<file path="src/rtl/pipeline_hazard_ctrl.sv">
// Stall/flush sequencer for the 5-stage pipeline: load-use, dmem wait states, jump squash, halt drain.
// Control outputs are combinational from state + inputs; halted/dmem_err/stall_cycles are registered.
module pipeline_hazard_ctrl #(
    parameter int CNT_W     = 32,
    parameter int MAX_WAIT  = 16,
    parameter int DRAIN_CYC = 2
) (
    input  logic             clk,
    input  logic             rst,
    input  logic [4:0]       rs_if_id,
    input  logic [4:0]       rt_if_id,
    input  logic             MemRead_id_ex,
    input  logic [4:0]       rt_id_ex,
    input  logic             MemRead_ex_mem,
    input  logic             MemWrite_ex_mem,
    input  logic [1:0]       Jump_ex_mem,
    input  logic             halt_ex_mem,
    input  logic             dmem_ack,
    output logic             pc_en,
    output logic             if_id_en,
    output logic             id_ex_en,
    output logic             ex_mem_en,
    output logic             id_ex_bubble,
    output logic             mem_wb_bubble,
    output logic             if_id_flush,
    output logic             id_ex_flush,
    output logic             dmem_req,
    output logic             halted,
    output logic             dmem_err,
    output logic [CNT_W-1:0] stall_cycles
);
    localparam int WW = $clog2(MAX_WAIT) + 1;
    localparam int DW = $clog2(DRAIN_CYC) + 1;

    typedef enum logic [1:0] {RUN, MEM_WAIT, DRAIN, HALTED} state_t;

    state_t         state, state_nxt;
    logic [WW-1:0]  wait_cnt, wait_nxt;
    logic [DW-1:0]  drain_cnt, drain_nxt;
    logic           err_set;
    logic           mem_acc;
    logic           load_use;

    assign mem_acc  = MemRead_ex_mem | MemWrite_ex_mem;
    assign load_use = MemRead_id_ex && (rt_id_ex != 5'd0) &&
                      ((rt_id_ex == rs_if_id) || (rt_id_ex == rt_if_id));

    always_comb begin
        pc_en         = 1'b1;
        if_id_en      = 1'b1;
        id_ex_en      = 1'b1;
        ex_mem_en     = 1'b1;
        id_ex_bubble  = 1'b0;
        mem_wb_bubble = 1'b0;
        if_id_flush   = 1'b0;
        id_ex_flush   = 1'b0;
        dmem_req      = 1'b0;
        state_nxt     = state;
        wait_nxt      = wait_cnt;
        drain_nxt     = drain_cnt;
        err_set       = 1'b0;
        case (state)
            RUN: begin
                dmem_req = mem_acc;
                if (mem_acc && !dmem_ack) begin
                    pc_en         = 1'b0;
                    if_id_en      = 1'b0;
                    id_ex_en      = 1'b0;
                    ex_mem_en     = 1'b0;
                    mem_wb_bubble = 1'b1;
                    state_nxt     = MEM_WAIT;
                    wait_nxt      = WW'(1);
                end else if (halt_ex_mem) begin
                    pc_en       = 1'b0;
                    if_id_flush = 1'b1;
                    id_ex_flush = 1'b1;
                    state_nxt   = DRAIN;
                    drain_nxt   = '0;
                end else if (Jump_ex_mem != 2'b00) begin
                    // Squashing the wrong-path instructions also discards any load-use hazard.
                    if_id_flush = 1'b1;
                    id_ex_flush = 1'b1;
                end else if (load_use) begin
                    pc_en        = 1'b0;
                    if_id_en     = 1'b0;
                    id_ex_bubble = 1'b1;
                end
            end
            MEM_WAIT: begin
                dmem_req = mem_acc;
                if (dmem_ack) begin
                    state_nxt = RUN;
                end else begin
                    pc_en         = 1'b0;
                    if_id_en      = 1'b0;
                    id_ex_en      = 1'b0;
                    ex_mem_en     = 1'b0;
                    mem_wb_bubble = 1'b1;
                    if (wait_cnt == WW'(MAX_WAIT - 1)) begin
                        err_set   = 1'b1;
                        state_nxt = HALTED;
                    end else begin
                        wait_nxt = wait_cnt + WW'(1);
                    end
                end
            end
            DRAIN: begin
                pc_en       = 1'b0;
                if_id_flush = 1'b1;
                id_ex_flush = 1'b1;
                drain_nxt   = drain_cnt + DW'(1);
                if (drain_cnt == DW'(DRAIN_CYC - 1))
                    state_nxt = HALTED;
            end
            HALTED: begin
                pc_en     = 1'b0;
                if_id_en  = 1'b0;
                id_ex_en  = 1'b0;
                ex_mem_en = 1'b0;
            end
            default: state_nxt = RUN;
        endcase
    end

    always_ff @(posedge clk) begin
        if (rst) begin
            state        <= RUN;
            wait_cnt     <= '0;
            drain_cnt    <= '0;
            halted       <= 1'b0;
            dmem_err     <= 1'b0;
            stall_cycles <= '0;
        end else begin
            state     <= state_nxt;
            wait_cnt  <= wait_nxt;
            drain_cnt <= drain_nxt;
            halted    <= halted | (state_nxt == HALTED);
            dmem_err  <= dmem_err | err_set;
            if ((state == RUN || state == MEM_WAIT) && !pc_en && (stall_cycles != '1))
                stall_cycles <= stall_cycles + CNT_W'(1);
        end
    end
endmodule

</file>
<file path="config.mk">
export PLATFORM = sky130hd
export DESIGN_NAME = pipeline_hazard_ctrl
export DESIGN_NICKNAME = d
export VERILOG_FILES = /design/src/rtl/pipeline_hazard_ctrl.sv
export SDC_FILE = /design/constraint.sdc
export NUM_CORES = 1
export LEC_CHECK = 0
export CAP_MARGIN = 30
export CORE_UTILIZATION = 45
export DETAILED_ROUTE_END_ITERATION = 6
export HOLD_SLACK_MARGIN = 0.02
export PLACE_DENSITY = 0.76
export SLEW_MARGIN = 20
export SYNTH_ARGS = -nofsm -noshare
export SYNTH_HDL_FRONTEND = slang
export SYNTH_SLANG_ARGS = --single-unit
</file>
<file path="constraint.sdc">
create_clock -name clk -period 2.7 [get_ports clk]
set_input_delay 0.81 -clock clk [delete_from_list [all_inputs] [get_ports clk]]
set_output_delay 0.81 -clock clk [all_outputs]
set_load 0.02 [all_outputs]
</file>
Word-level counts from Yosys, hierarchy flattened

Cells that the tools add are included.

Register bits: 43
Input bits: 24
Output and inout port bits: 43
Word-level logic and storage cells: 84

$add $sub $neg: 3
Equality and inequality tests: 14
Multiplexer cells: 40
Bitwise gates (word level): 3
Reductions and logical operators: 18

Operators with widths:

| operator                                                        | number |
|---|---|
| 32-bit by 1-bit adder with 32-bit output, second input constant | 1 |
| 32-bit inequality test, second input constant                   | 1 |
| 1-bit two-way mux                                               | 22 |
| 5-bit two-way mux                                               | 3 |
| 2-bit two-way mux                                               | 7 |
| 5-bit == test                                                   | 2 |
| 2-bit inequality test, second input constant                    | 5 |
| 5-bit one-hot mux with 2 select lines                           | 1 |
| 1-bit one-hot mux with 3 select lines                           | 3 |
| 2-bit == test, second input constant                            | 3 |
| 2-bit one-hot mux with 3 select lines                           | 1 |
| 2-bit nonzero test                                              | 3 |
| 5-bit by 1-bit adder with 5-bit output, second input constant   | 1 |
| 5-bit by 4-bit == test with 1-bit output, second input constant | 1 |
| 1-bit logical AND                                               | 5 |
| 5-bit nonzero test                                              | 1 |
| 2-bit by 1-bit == test with 1-bit output, second input constant | 2 |
| 1-bit one-hot mux with 2 select lines                           | 2 |
| 2-bit one-hot mux with 2 select lines                           | 1 |
| 4-bit AND reduction                                             | 1 |
| 2-bit OR reduction                                              | 2 |
| 1-bit OR                                                        | 3 |
| 3-bit AND reduction                                             | 1 |
| 2-bit by 1-bit adder with 2-bit output, second input constant   | 1 |
| 3 further kinds                                                 | 5 |

Depth between registers and ports, before layout

Word-level depth: 11
Depth in mapped cells: 10
Gate-level depth less buffers: 8

Least setup slack after synthesis

OpenSTA, ideal clock, no wires.

Kind: input to output
Start: input port rt_id_ex[1]
End: output port if_id_en
Arrival: 2.104 ns
Required time: 1.890 ns
Path slack: -0.214 ns
Cell stages on the path: 5
Buffers on the path: 0
Cell sequence: or4_1 > o211a_1 > nand2_1 > o21ai_0 > a22oi_1

Word-level cells in the longest chain between the ends: 8
Elaborated cells between the ends (all ways): 11
Classes of those cells: eq/ne: 2; mux: 5; reduce/logical: 4

RTL lines:

| element                                                      | RTL line | text |
|---|---|---|
| from (decl)                                                  | 13       | `input logic [4:0] rt_id_ex,` |
| 5-bit == test / 5-bit nonzero test (equally long branches)   | 46, 45   |  |
| 1-bit logical OR / 1-bit logical AND (equally long branches) | 46, 45   |  |
| 1-bit logical AND *                                          | 45       | `assign load_use = MemRead_id_ex && (rt_id_ex != 5'd0) &&` |
| 1-bit two-way mux *                                          | 83       | `end else if (load_use) begin` |
| 1-bit two-way mux *                                          | 79       | `end else if (Jump_ex_mem != 2'b00) begin` |
| 1-bit two-way mux *                                          | 73       | `end else if (halt_ex_mem) begin` |
| 1-bit two-way mux *                                          | 65       | `if (mem_acc && !dmem_ack) begin` |
| 1-bit one-hot mux with 3 select lines *                      | 62       | `case (state)` |
| to (decl)                                                    | 20       | `output logic if_id_en,` |

Every way passes the cells marked *; elsewhere a longest branch is shown, timed or not.

Worst setup path after layout

Start: input port rt_id_ex[3]
End: output port if_id_en

Same word-level chain as after synthesis.

==> results.toml <==
[outcome]
outcome = "finished, violations left"
violations = "setup timing"

[synthesis]
syn_avg_cell_area_um2 = 8.312
ys_types = 51
combinational_family_with_the_most_area_after_synthesis = "simple AND/OR/NAND/NOR gates"
post_synth_edffs = 0
synth_compound_gate_area_share_pct = 20.13
post-synth-top-area-cell = "sky130_fd_sc_hd__dfxtp_1"
ys_seq_area_share_pct = 32.67
primary_flip_flop_cell_chosen_by_synthesis_mapping = "sky130_fd_sc_hd__dfxtp_1"
synthesis.instances = 317
synthMuxAreaShare_pct = 3.419
netlist_top_cells_area = "sky130_fd_sc_hd__dfxtp_1 (33%), sky130_fd_sc_hd__a21oi_1 (6.5%), sky130_fd_sc_hd__or4_1 (5.1%)"
yosys_warnings = 0
synth.ff_latch_count = 43
synth_async_sr_flop_share_pct = 0
yosysTopAreaCellShare_pct = 32.67
synth-xor-area-share_pct = 3.989
synth-simple-area-share_pct = 31.62
mappedNetlistArea_um2 = 2635
synth_fa_ha_area_share_pct = 1.899
synth_nets = 345

[floorplanning]
placeableCoreArea_um2 = 5574
start_util_pct = 47.27
die_area_um2 = 6165
core.rowCount = 27
ioPinCount = 67
floorplan.die.width_um = 78.52
die_ht_um = 78.52

[layout]
layout_commonest_cell = "sky130_fd_sc_hd__dfxtp_1"
final_net_count = 430
layout.cells.most_common_list = "sky130_fd_sc_hd__dfxtp_1 (43), sky130_fd_sc_hd__clkdlybuf4s50_1 (37), sky130_fd_sc_hd__a21oi_1 (33), sky130_fd_sc_hd__buf_4 (30), sky130_fd_sc_hd__nor2_1 (24)"
post_route_cells_drive_above_1_share_pct = 18.11
syn_to_final_growth_pct = 36.51
antenna_cells = 0
final.fill_count = 509

[detailed_routing]
highest-signal-layer = "met4"
route.vias.total = 2763
routedLengthMet1_um = 2964
drt-vias-per-instance = 5.817
met2RoutedLength_um = 3583
first_iter_violations = 194
drt_drc_violations_left = 0
wire_per_inst_um = 14.65
wl_met3_um = 277
drt_wl_total_um = 6958
drtAntennaViolNets = 0
dr.pass1.iters = 4

[place]
hpwl_um = 4958
preCtsSetupSlack_ps = -1067
numPortBuffers = 66
gp_congestion = 0.8139

[global_routing]
grt.total_usage_pct = 22.17
via_count_of_the_first_global_routing_pass = 2508
grt_first_pass_wirelength_um = 11050
initial_antenna_violation_count = 0
grt-ovfl-total = 0
grt_start_max_net_pins = 51

[power]
comb_power_share_pct = 22.8
p_seq_share_pct = 48.1
p_sw_share_pct = 29.03
total_leakage_power_nw = 1.294
power.total_w = 0.001374
p_sw_w = 0.0003990
power.ir.vdd_worst_mv = 0.2677
share_of_total_power_in_the_clock_network_pct = 29.2
power_density_relative_to_cell_area_nw_per_um2 = 382.1
cell_internal_pwr_w = 0.0009754

[cts]
cts.clk_slew.worst_paths_ps = 80
worstSkewPairLatency_ps = 290
cts-buffers-inserted = 5
ctsHoldBuffers = 0
clkSinkCount = 43
clock-root-buffer = "sky130_fd_sc_hd__clkbuf_8"
cts_max_level = 2
tritoncts_clock_tree = "yes"
clockBufferDepth = 2

[worst_setup_path]
critical_path.endpoint_type = "primary output"
timing_worst_setup_path_type = "input pin to primary output"
rr_worst_depth = 7
critical_path.max_fanout = 3
worstSetupStartpointType = "input pin"
data_required_critical_path_ps = 1890
cp_data_arrival_time_ps = 2120

[sta]
max_slew.worst_pin.slew_ps = 504.6
final.setup_skew_ps = 6.931
final.period_utilization_pct = 108.4
timing.final.setup_violations = 3
max_slew_margin_pct = 66.17
maxSlewViolCount = 0
fin_crit_ps = 2927
rsz0062_at_grt = "yes"
max_freq_ghz = 0.3416
hold_viol = 0
post-route-worst-setup-slack_ps = -227.1

[worst_hold_path]
hold_depth = 2
worstHoldPathType = "flip-flop to flip-flop"

[flow_run]
timing.max_cap.violations = 0
metrics by stage:
stage / setup TNS [ps] / hold slack [ps] / std cells / instance area (um^2) / util, %
after floorplan: -90.32 / 449.6 / 317 / 2644 / -
after global placement: -16820 / 451.6 / 462 / 3478 / 62.40
after detailed placement: -17230 / 462.9 / 462 / 3478 / 62.40
after CTS: -454.7 / 482.0 / 473 / 3565 / 63.95
after global routing: -639.1 / 517.5 / 475 / 3597 / 64.53
final: -478.1 / 479.3 / 475 / 3597 / 64.53
worst max-delay path: stages:
cell,delay (ps)
sky130_fd_sc_hd__buf_6,100
sky130_fd_sc_hd__or4_4,520
sky130_fd_sc_hd__o211a_1,260
sky130_fd_sc_hd__nand2_2,90
sky130_fd_sc_hd__o21ai_2,60
sky130_fd_sc_hd__a22oi_2,130
sky130_fd_sc_hd__buf_6,140
kinds of logic after synthesis:
| family | after synthesis |
|---|---|
| mux | 7 |
| xor+xnor | 12 |
| compound gates | 81 |
| simple gates | 142 |
| buf+inv | 28 |
| fa+ha+maj | 4 |
| flops | 43 |
cell usage after synthesis (all sizes together) (8+ instances only):
master,number
dfxtp,43
a21oi,34
nor2,26
nand3,20
or4,18
o31ai,16
nand2,15
buf,14
o21ai,13
nand4,12
xnor2,10
nor3,9
nor2b,8
worst paths after layout:
kind / startpoint / to / slack, ps
setup / recovery: rt_id_ex[3] / if_id_en / -230
hold / removal: halted / halted / 480
setup reg to reg: stall_cycles[0] / stall_cycles[2] / 270
hold reg to reg: halted / halted / 480
routing by layer:
metal	vias to the layer above	track usage, %
met5	-	0
met4	0	7.407
met3	12	3.488
met2	78	40.35
met1	1307	26.14
li1	1366	-
power groups by stage:
stage	clock, W	combinational [W]	sequential [W]
2_1_floorplan	0	0.000174	0.000679
3_3_place_gp	0	0.000298	0.000675
3_5_place_dp	0	0.000305	0.000675
4_1_cts	0.000411	0.000302	0.000661
5_1_grt	0.000434	0.000336	0.000663
6_report	0.000401	0.000313	0.000661
final cells by class:
cell class,count,area [um^2],share of cell area (%)
well taps,72,90.09,2.504
flip-flops and latches,43,860.8,23.93
clock buffers,7,76.32,2.122
repair buffers,98,885.9,24.63
inverters,7,26.28,0.7304
clock inverters,1,5.005,0.1391
multi-input cells,247,1653,45.95
registers in the layout, indices dropped and copies added (netlist names):
register / flops
drain_cnt: 2
wait_cnt: 5
halted: 1
state: 2
stall_cycles: 32
dmem_err: 1
repair_timing:
item | CTS | global route
buffers inserted | 3 | 1
gates resized for setup | 69 | 13
gates cloned | 0 | 1
pin swaps | 19 | 6
setup endpoints to repair | 36 | 14
hold endpoints to repair | 0 | 0
Note: power is estimated with default switching activity, not from simulation.
